`src/rtl/matmul_pkg.sv`:
```
// Shared definitions for the matrix-multiply tile engine.
// Contents: run-FSM state enum, accumulator width derivation, and the
// parameter legality check used at elaboration time.
package matmul_pkg;

  typedef enum logic [1:0] {
    IDLE  = 2'd0,
    RUN   = 2'd1,
    FLUSH = 2'd2,
    DONE  = 2'd3
  } state_e;

  function automatic bit is_pow2(input int unsigned v);
    return (v != 0) && ((v & (v - 1)) == 0);
  endfunction

  // Wide enough that N products of two DATA_W operands never overflow.
  function automatic int unsigned acc_w(input int unsigned data_w, input int unsigned n);
    return 2 * data_w + $clog2(n);
  endfunction

  // N a power of two >= 2; LANES a power of two that divides N.
  function automatic bit params_ok(input int unsigned n, input int unsigned lanes);
    return is_pow2(n) && (n >= 2) && is_pow2(lanes) && (lanes <= n);
  endfunction

endpackage

```
`src/rtl/mac_lane.sv`:
```
// One multiply-accumulate lane.
// Ports: clk/reset (sync, active-high); clear zeroes the accumulator;
// en marks a valid operand pair; load restarts the sum with this product;
// signed_mode selects two's-complement operands; a/b operands;
// sum_c is the combinational running sum including the current product.
module mac_lane #(
  parameter int unsigned DATA_W = 8,
  parameter int unsigned ACC_W  = 19
) (
  input  logic              clk,
  input  logic              reset,
  input  logic              clear,
  input  logic              en,
  input  logic              load,
  input  logic              signed_mode,
  input  logic [DATA_W-1:0] a,
  input  logic [DATA_W-1:0] b,
  output logic [ACC_W-1:0]  sum_c
);

  localparam int unsigned PW = 2 * DATA_W + 2;

  logic signed [DATA_W:0] a_ext;
  logic signed [DATA_W:0] b_ext;
  logic signed [PW-1:0]   prod;
  logic [ACC_W-1:0]       prod_ext;
  logic [ACC_W-1:0]       acc_q;
  logic [ACC_W-1:0]       acc_d;

  // One extra bit lets a single signed multiplier serve both modes.
  assign a_ext    = {signed_mode & a[DATA_W-1], a};
  assign b_ext    = {signed_mode & b[DATA_W-1], b};
  assign prod     = a_ext * b_ext;
  assign prod_ext = ACC_W'(prod);
  assign sum_c    = load ? prod_ext : acc_q + prod_ext;

  always_comb begin
    acc_d = acc_q;
    if (clear) begin
      acc_d = '0;
    end else if (en) begin
      acc_d = sum_c;
    end
  end

  always_ff @(posedge clk) begin
    if (reset) begin
      acc_q <= '0;
    end else begin
      acc_q <= acc_d;
    end
  end

endmodule

```
`src/rtl/matmul_tile_engine.sv`:
```
// N x N matrix multiply C = A x B over external synchronous RAMs.
// Ports: clk/reset (sync, active-high); start/abort run control;
// signed_mode operand format (latched at start); busy/done status;
// cycle_count busy cycles of current/last run; a_addr/a_rdata shared A read;
// b_addr/b_rdata per-lane B reads; c_we/c_addr/c_wdata C write-back.
module matmul_tile_engine
  import matmul_pkg::*;
#(
  parameter int unsigned N      = 8,
  parameter int unsigned DATA_W = 8,
  parameter int unsigned LANES  = 2,
  parameter int unsigned AW     = $clog2(N * N),
  parameter int unsigned ACC_W  = acc_w(DATA_W, N)
) (
  input  logic                    clk,
  input  logic                    reset,
  input  logic                    start,
  input  logic                    abort,
  input  logic                    signed_mode,
  output logic                    busy,
  output logic                    done,
  output logic [31:0]             cycle_count,
  output logic [AW-1:0]           a_addr,
  input  logic [DATA_W-1:0]       a_rdata,
  output logic [LANES*AW-1:0]     b_addr,
  input  logic [LANES*DATA_W-1:0] b_rdata,
  output logic                    c_we,
  output logic [AW-1:0]           c_addr,
  output logic [ACC_W-1:0]        c_wdata
);

  localparam int unsigned KW  = $clog2(N);
  localparam int unsigned G   = N / LANES;
  localparam int unsigned GW  = (G > 1) ? $clog2(G) : 1;
  localparam int unsigned DCW = $clog2(LANES) + 1;

  if (!params_ok(N, LANES)) begin : g_param_check
    $error("matmul_tile_engine: N must be a power of two >= 2 and LANES a power of two <= N");
  end

  state_e                 state_q, state_d;
  logic [KW-1:0]          i_q, i_d;
  logic [KW-1:0]          k_q, k_d;
  logic [GW-1:0]          g_q, g_d;
  logic                   sm_q, sm_d;
  logic                   vld_q, vld_d;
  logic                   first_q, first_d;
  logic                   last_q, last_d;
  logic [AW-1:0]          base_q, base_d;
  logic                   busy_q, busy_d;
  logic                   done_q, done_d;
  logic [31:0]            cnt_q, cnt_d;
  logic                   c_we_q, c_we_d;
  logic [AW-1:0]          c_addr_q, c_addr_d;
  logic [ACC_W-1:0]       c_wdata_q, c_wdata_d;
  logic [LANES*ACC_W-1:0] drain_q, drain_d;
  logic [DCW-1:0]         drain_cnt_q, drain_cnt_d;
  logic [LANES*ACC_W-1:0] sum_flat;
  logic                   lane_clr;

  assign busy        = busy_q;
  assign done        = done_q;
  assign cycle_count = cnt_q;
  assign c_we        = c_we_q;
  assign c_addr      = c_addr_q;
  assign c_wdata     = c_wdata_q;

  // Issue addresses: A element (i,k) shared, B element (k, g*LANES+l) per lane.
  always_comb begin
    a_addr = '0;
    b_addr = '0;
    if (state_q == RUN) begin
      a_addr = {i_q, k_q};
      for (int l = 0; l < LANES; l++) begin
        b_addr[l*AW +: AW] = {k_q, KW'(32'(g_q) * LANES + 32'(l))};
      end
    end
  end

  for (genvar l = 0; l < LANES; l++) begin : g_lane
    mac_lane #(
      .DATA_W (DATA_W),
      .ACC_W  (ACC_W)
    ) u_mac (
      .clk         (clk),
      .reset       (reset),
      .clear       (lane_clr),
      .en          (vld_q),
      .load        (first_q),
      .signed_mode (sm_q),
      .a           (a_rdata),
      .b           (b_rdata[l*DATA_W +: DATA_W]),
      .sum_c       (sum_flat[l*ACC_W +: ACC_W])
    );
  end

  // Run FSM, issue counters, drain buffer and status.
  always_comb begin
    state_d     = state_q;
    i_d         = i_q;
    k_d         = k_q;
    g_d         = g_q;
    sm_d        = sm_q;
    vld_d       = 1'b0;
    first_d     = first_q;
    last_d      = last_q;
    base_d      = base_q;
    cnt_d       = cnt_q;
    c_we_d      = 1'b0;
    c_addr_d    = c_addr_q;
    c_wdata_d   = c_wdata_q;
    drain_d     = drain_q;
    drain_cnt_d = drain_cnt_q;
    lane_clr    = 1'b0;

    // Capture writes lane 0 immediately; remaining lanes shift out behind it.
    if (vld_q && last_q) begin
      c_we_d      = 1'b1;
      c_addr_d    = base_q;
      c_wdata_d   = sum_flat[ACC_W-1:0];
      drain_d     = sum_flat >> ACC_W;
      drain_cnt_d = DCW'(LANES - 1);
    end else if (drain_cnt_q != '0) begin
      c_we_d      = 1'b1;
      c_addr_d    = c_addr_q + AW'(1);
      c_wdata_d   = drain_q[ACC_W-1:0];
      drain_d     = drain_q >> ACC_W;
      drain_cnt_d = drain_cnt_q - DCW'(1);
    end

    case (state_q)
      IDLE, DONE: begin
        if ((state_q == DONE) && abort && start) begin
          state_d = IDLE;
        end else if (start) begin
          state_d = RUN;
          cnt_d   = '0;
          sm_d    = signed_mode;
          i_d     = '0;
          k_d     = '0;
          g_d     = '0;
        end
      end
      RUN, FLUSH: begin
        cnt_d = cnt_q + 32'd1;
        if (abort) begin
          state_d     = IDLE;
          vld_d       = 1'b0;
          c_we_d      = 1'b0;
          drain_cnt_d = '0;
          lane_clr    = 1'b1;
        end else if (state_q == RUN) begin
          vld_d   = 1'b1;
          first_d = (k_q == '0);
          last_d  = (k_q == KW'(N - 1));
          base_d  = AW'(32'(i_q) * N + 32'(g_q) * LANES);
          if (k_q == KW'(N - 1)) begin
            k_d = '0;
            if (g_q == GW'(G - 1)) begin
              g_d = '0;
              i_d = i_q + KW'(1);
              if (i_q == KW'(N - 1)) begin
                state_d = FLUSH;
              end
            end else begin
              g_d = g_q + GW'(1);
            end
          end else begin
            k_d = k_q + KW'(1);
          end
        end else if (c_we_q && (drain_cnt_q == '0) && !vld_q) begin
          // Last lane of the final group is on the bus this cycle.
          state_d = DONE;
        end
      end
      default: state_d = IDLE;
    endcase

    busy_d = (state_d == RUN) || (state_d == FLUSH);
    done_d = (state_d == DONE);
  end

  always_ff @(posedge clk) begin
    if (reset) begin
      state_q     <= IDLE;
      i_q         <= '0;
      k_q         <= '0;
      g_q         <= '0;
      sm_q        <= 1'b0;
      vld_q       <= 1'b0;
      first_q     <= 1'b0;
      last_q      <= 1'b0;
      base_q      <= '0;
      busy_q      <= 1'b0;
      done_q      <= 1'b0;
      cnt_q       <= '0;
      c_we_q      <= 1'b0;
      c_addr_q    <= '0;
      c_wdata_q   <= '0;
      drain_q     <= '0;
      drain_cnt_q <= '0;
    end else begin
      state_q     <= state_d;
      i_q         <= i_d;
      k_q         <= k_d;
      g_q         <= g_d;
      sm_q        <= sm_d;
      vld_q       <= vld_d;
      first_q     <= first_d;
      last_q      <= last_d;
      base_q      <= base_d;
      busy_q      <= busy_d;
      done_q      <= done_d;
      cnt_q       <= cnt_d;
      c_we_q      <= c_we_d;
      c_addr_q    <= c_addr_d;
      c_wdata_q   <= c_wdata_d;
      drain_q     <= drain_d;
      drain_cnt_q <= drain_cnt_d;
    end
  end

endmodule

```
`config.mk`:
```
export PLATFORM = sky130hd
export DESIGN_NAME = matmul_tile_engine
export DESIGN_NICKNAME = d
export VERILOG_FILES = /design/src/rtl/matmul_pkg.sv /design/src/rtl/mac_lane.sv /design/src/rtl/matmul_tile_engine.sv
export SDC_FILE = /design/constraint.sdc
export NUM_CORES = 1
export LEC_CHECK = 0
export ABC_CLOCK_PERIOD_IN_PS = 22500
export CAP_MARGIN = 0
export CELL_PAD_IN_SITES_DETAIL_PLACEMENT = 0
export CELL_PAD_IN_SITES_GLOBAL_PLACEMENT = 1
export CORE_MARGIN = 1
export CORE_UTILIZATION = 39
export CTS_BUF_LIST = sky130_fd_sc_hd__clkbuf_4 sky130_fd_sc_hd__clkbuf_8
export CTS_CLUSTER_DIAMETER = 30
export DETAILED_ROUTE_END_ITERATION = 10
export DONT_BUFFER_PORTS = 1
export PLACE_DENSITY = 0.77
export SLEW_MARGIN = 25
export SYNTH_ARGS = -nofsm -noshare
export SYNTH_HDL_FRONTEND = slang
export SYNTH_HIERARCHICAL = 1
export SYNTH_SLANG_ARGS = --single-unit
```
`constraint.sdc`:
```
create_clock -name clk -period 22.5 [get_ports clk]
set_input_delay 5.625 -clock clk [delete_from_list [all_inputs] [get_ports clk]]
set_output_delay 5.625 -clock clk [all_outputs]
set_load 0.005 [all_outputs]
```
==> out/results.txt <==
Status: complete, but fails checks
Failing checks: design-rule violations
IO buf count: 0
Synth top area share: 0.199
Remaining Overflow, GRT: 0
Most common cell after layout, fill and taps aside: nand2_1
Antenna fix cells: 0
Number of antenna violations at the first check in global routing: 0
Layout Nets: 1925
Placement Rows: 69
Number of synthesized flops with an enable pin: 0
Die Area: 37400 um^2
Routed wire length: 34100 um
Number of setup violations in the final report: 0
Layout cell share with drive strength beyond 1: 0.0689
Die height: 194 um
Starting density of the core: 0.399
Peak supply drop: 0.0531 mV
Clock tree sinks: 138
Worst-skew pair later-pin latency: 0.46 ns
Pwr Density: 87.4 nW/um^2
DRT iter0 DRCs: 533
Yosys reg bits: 138
Hpwl dp: 25900 um
Post-route clock period utilization: 0.545
Final Max Tran Viols: 0
Fin util: 0.419
Met1 Track Usage GR: 0.245
Worst-case clock buffer depth: 2
# DRC: 5
Max_cap viols: 0
Tightest Pin Transition: 0.907 ns
Worst Path Arrival: 12.61 ns
Sequential fraction of the synthesis area: 0.193
CP max FO: 10
Ports: 107
Endpoint class of the critical path: register
Die Span X: 194 um
Max frequency: 81.6 MHz
Critical Path Most Common Cell: fa_1
Final Hold Viols: 0
Synth area leader: fa_1
Distinct cells, synth: 100
Setup bufs post-CTS: 0
GRT Overall Usage: 0.184
Max_slew headroom: 0.395
Critical-path cell list: nand2_1 -> or2_2 -> fa_1 -> fa_1 -> inv_1 -> fa_1 -> fa_1 -> inv_1 -> fa_1 -> inv_1 -> ha_1 -> and3_1 -> a221o_1 -> o41ai_2 -> o21ba_1 -> o21bai_1 -> xor2_1 -> ha_1 -> a21o_1 -> nand2_1 -> o21ai_2 -> o41ai_2 -> mux4_2 -> o31a_1
Global-route wire length before repair: 56400 um
Maximum level of the CTS H-tree: 4
Largest net degree at the start of global routing: 71
Crit-path leading delay family: adder cells
CTS Hold Bufs: 0
Grt met3 use: 0.0279
Syn avg cell area: 8.51 um^2
Area grow syn2layout: 4.93%
DR vias: 11321
Tmin final: 12.26 ns
Design Area, Final: 15000 um^2
DP Cell Count: 2069
Static leakage: 6.74 nW
Post-detailed-route wirelength per cell: 16.2 um
YS warnings: 6
Mapped Area: 14300 um^2
Slowest cell on crit path: mux4_2
Area post-placement: 14600 um^2
Core Region: 35800 um^2
Setup TNS: 0 ns
Critical Path RT: 22.86 ns
Buf/Inv on CP: 3
Clk root buf: clkbuf_8
Post-Syn Instances: 1681
Reg clk slew, reported paths: 0.08 ns
Antenna-violating nets left: 0
Crit path largest cell delay: 0.55 ns
Startpoint Class: input pin
Fin cells: 2102
Vias in the first global route: 11046
Hold crit path type: reg2reg
Commonest cells after routing, fill and taps aside: nand2_1, inv_1, fa_1
Post-synth ARST share: 0
Synth top area cells: fa_1, dfxtp_1, ha_1
Final Wtd Congestion: 0.898
TritonCTS Buffers: 17
Post-Syn Nets: 1978
Top_reg_cell synth: dfxtp_1
Clock skew: 0.0106 ns
CTS tree: built
Pre-Repair DR Iteration Count: 7
Met2 usage: 0.313
RSZ-0062 raised after global routing: no
Post-CTS resize count: 0
Busiest grt layer: met2
WS Path Type: in2reg
Via density: 5.39
==> state kept, by name (all words and copies together) (netlist names) <==
name and count:
g_lane.u_mac/acc_q 38, cycle_count 32, c_wdata 19, drain_q 19
c_addr 6, base_q 5, i_q 3, k_q 3
drain_cnt_q 2, g_q 2, state_q 2, busy 1
c_we 1, done 1, first_q 1, last_q 1
sm_q 1, vld_q 1
==> cells in the mapped netlist, drive strengths merged, types with 10 or more instances <==
cell / count
nand2: 220
inv: 187
fa: 142
dfxtp: 138
nor2: 132
ha: 126
a21oi: 94
and2: 90
clkbuf: 62
o21ai: 53
xnor2: 44
xor2: 30
nand3: 25
mux2i: 24
nor3: 23
a311oi: 22
and3: 17
or2: 16
a21o: 15
buf: 15
nand4: 15
or4: 15
nand2b: 14
o31ai: 12
a211oi: 11
a22oi: 11
a31oi: 11
mux2: 10
nor2b: 10
o21a: 10
==> final timing paths <==
kind | slack (ns) | depth (start not counted) | end | startpoint
hold reg to reg | 0.45 | 2 | base_q[2] | base_q[2]
hold / removal | 0.45 | 2 | base_q[2] | base_q[2]
setup reg to reg | 14.82 | 25 | g_lane[0].u_mac/acc_q[18] | sm_q
setup / recovery | 10.24 | 24 | g_lane[0].u_mac/acc_q[18] | b_rdata[7]
==> worst reg2reg max path, stage by stage, from the launching register on <==
cell and delay [ns]:
dfxtp_1 0.31, buf_4 0.20, nand2_1 0.30, or2_2 0.39, fa_1 0.51, fa_1 0.54, inv_1 0.06, fa_1 0.50
fa_1 0.54, inv_1 0.05, fa_1 0.49, inv_1 0.04, ha_1 0.35, and3_1 0.20, a221o_1 0.35, o41ai_2 0.31
o21ba_1 0.19, o21bai_1 0.08, xor2_1 0.26, ha_1 0.34, a21o_1 0.21, nand2_1 0.08, o21ai_2 0.07, o41ai_2 0.35
mux4_2 0.55, o31a_1 0.30
==> metal layers <==
metal  share of wire  wire (um)
met5               0          0
met4           0.014        461
met3           0.029        992
met2            0.50      17000
met1            0.46      15700
==> report_power, final <==
group	internal, mW	switching (mW)
sequential	0.246	0.00186
combinational	0.331	0.511
clock	0.113	0.108
==> kinds of logic after synthesis <==
logic type               count (synthesis)  synth area share
AND/OR/NAND/NOR                        605             0.205
AO/OA/AOI/OAI                          295             0.148
adder cells (fa/ha/maj)                268             0.309
buffers and inverters                  265            0.0730
flip-flops                             138             0.193
XOR/XNOR                                74            0.0458
multiplexers                            35            0.0262
other                                    1          0.000262
==> stage by stage <==
step                power [mW]  setup slack [ns]  hold WS, ns
floorplan                0.915             10.01        0.433
global placement          1.09              9.85        0.437
detailed placement        1.10              9.78        0.442
CTS                       1.33             10.27        0.454
global route              1.44              10.0        0.472
finish                    1.31             10.24        0.454
==> area by class of cell <==
type                    count  area (um^2)
inverters                 188          706
multi-input cells        1278        10500
well taps                 461          577
clock buffers              18          248
repair buffers              5         35.0
clock inverters            14          170
flip-flops and latches    138         2770
fillers                  3527        20800
Note: power is estimated with default switching activity, not from simulation.
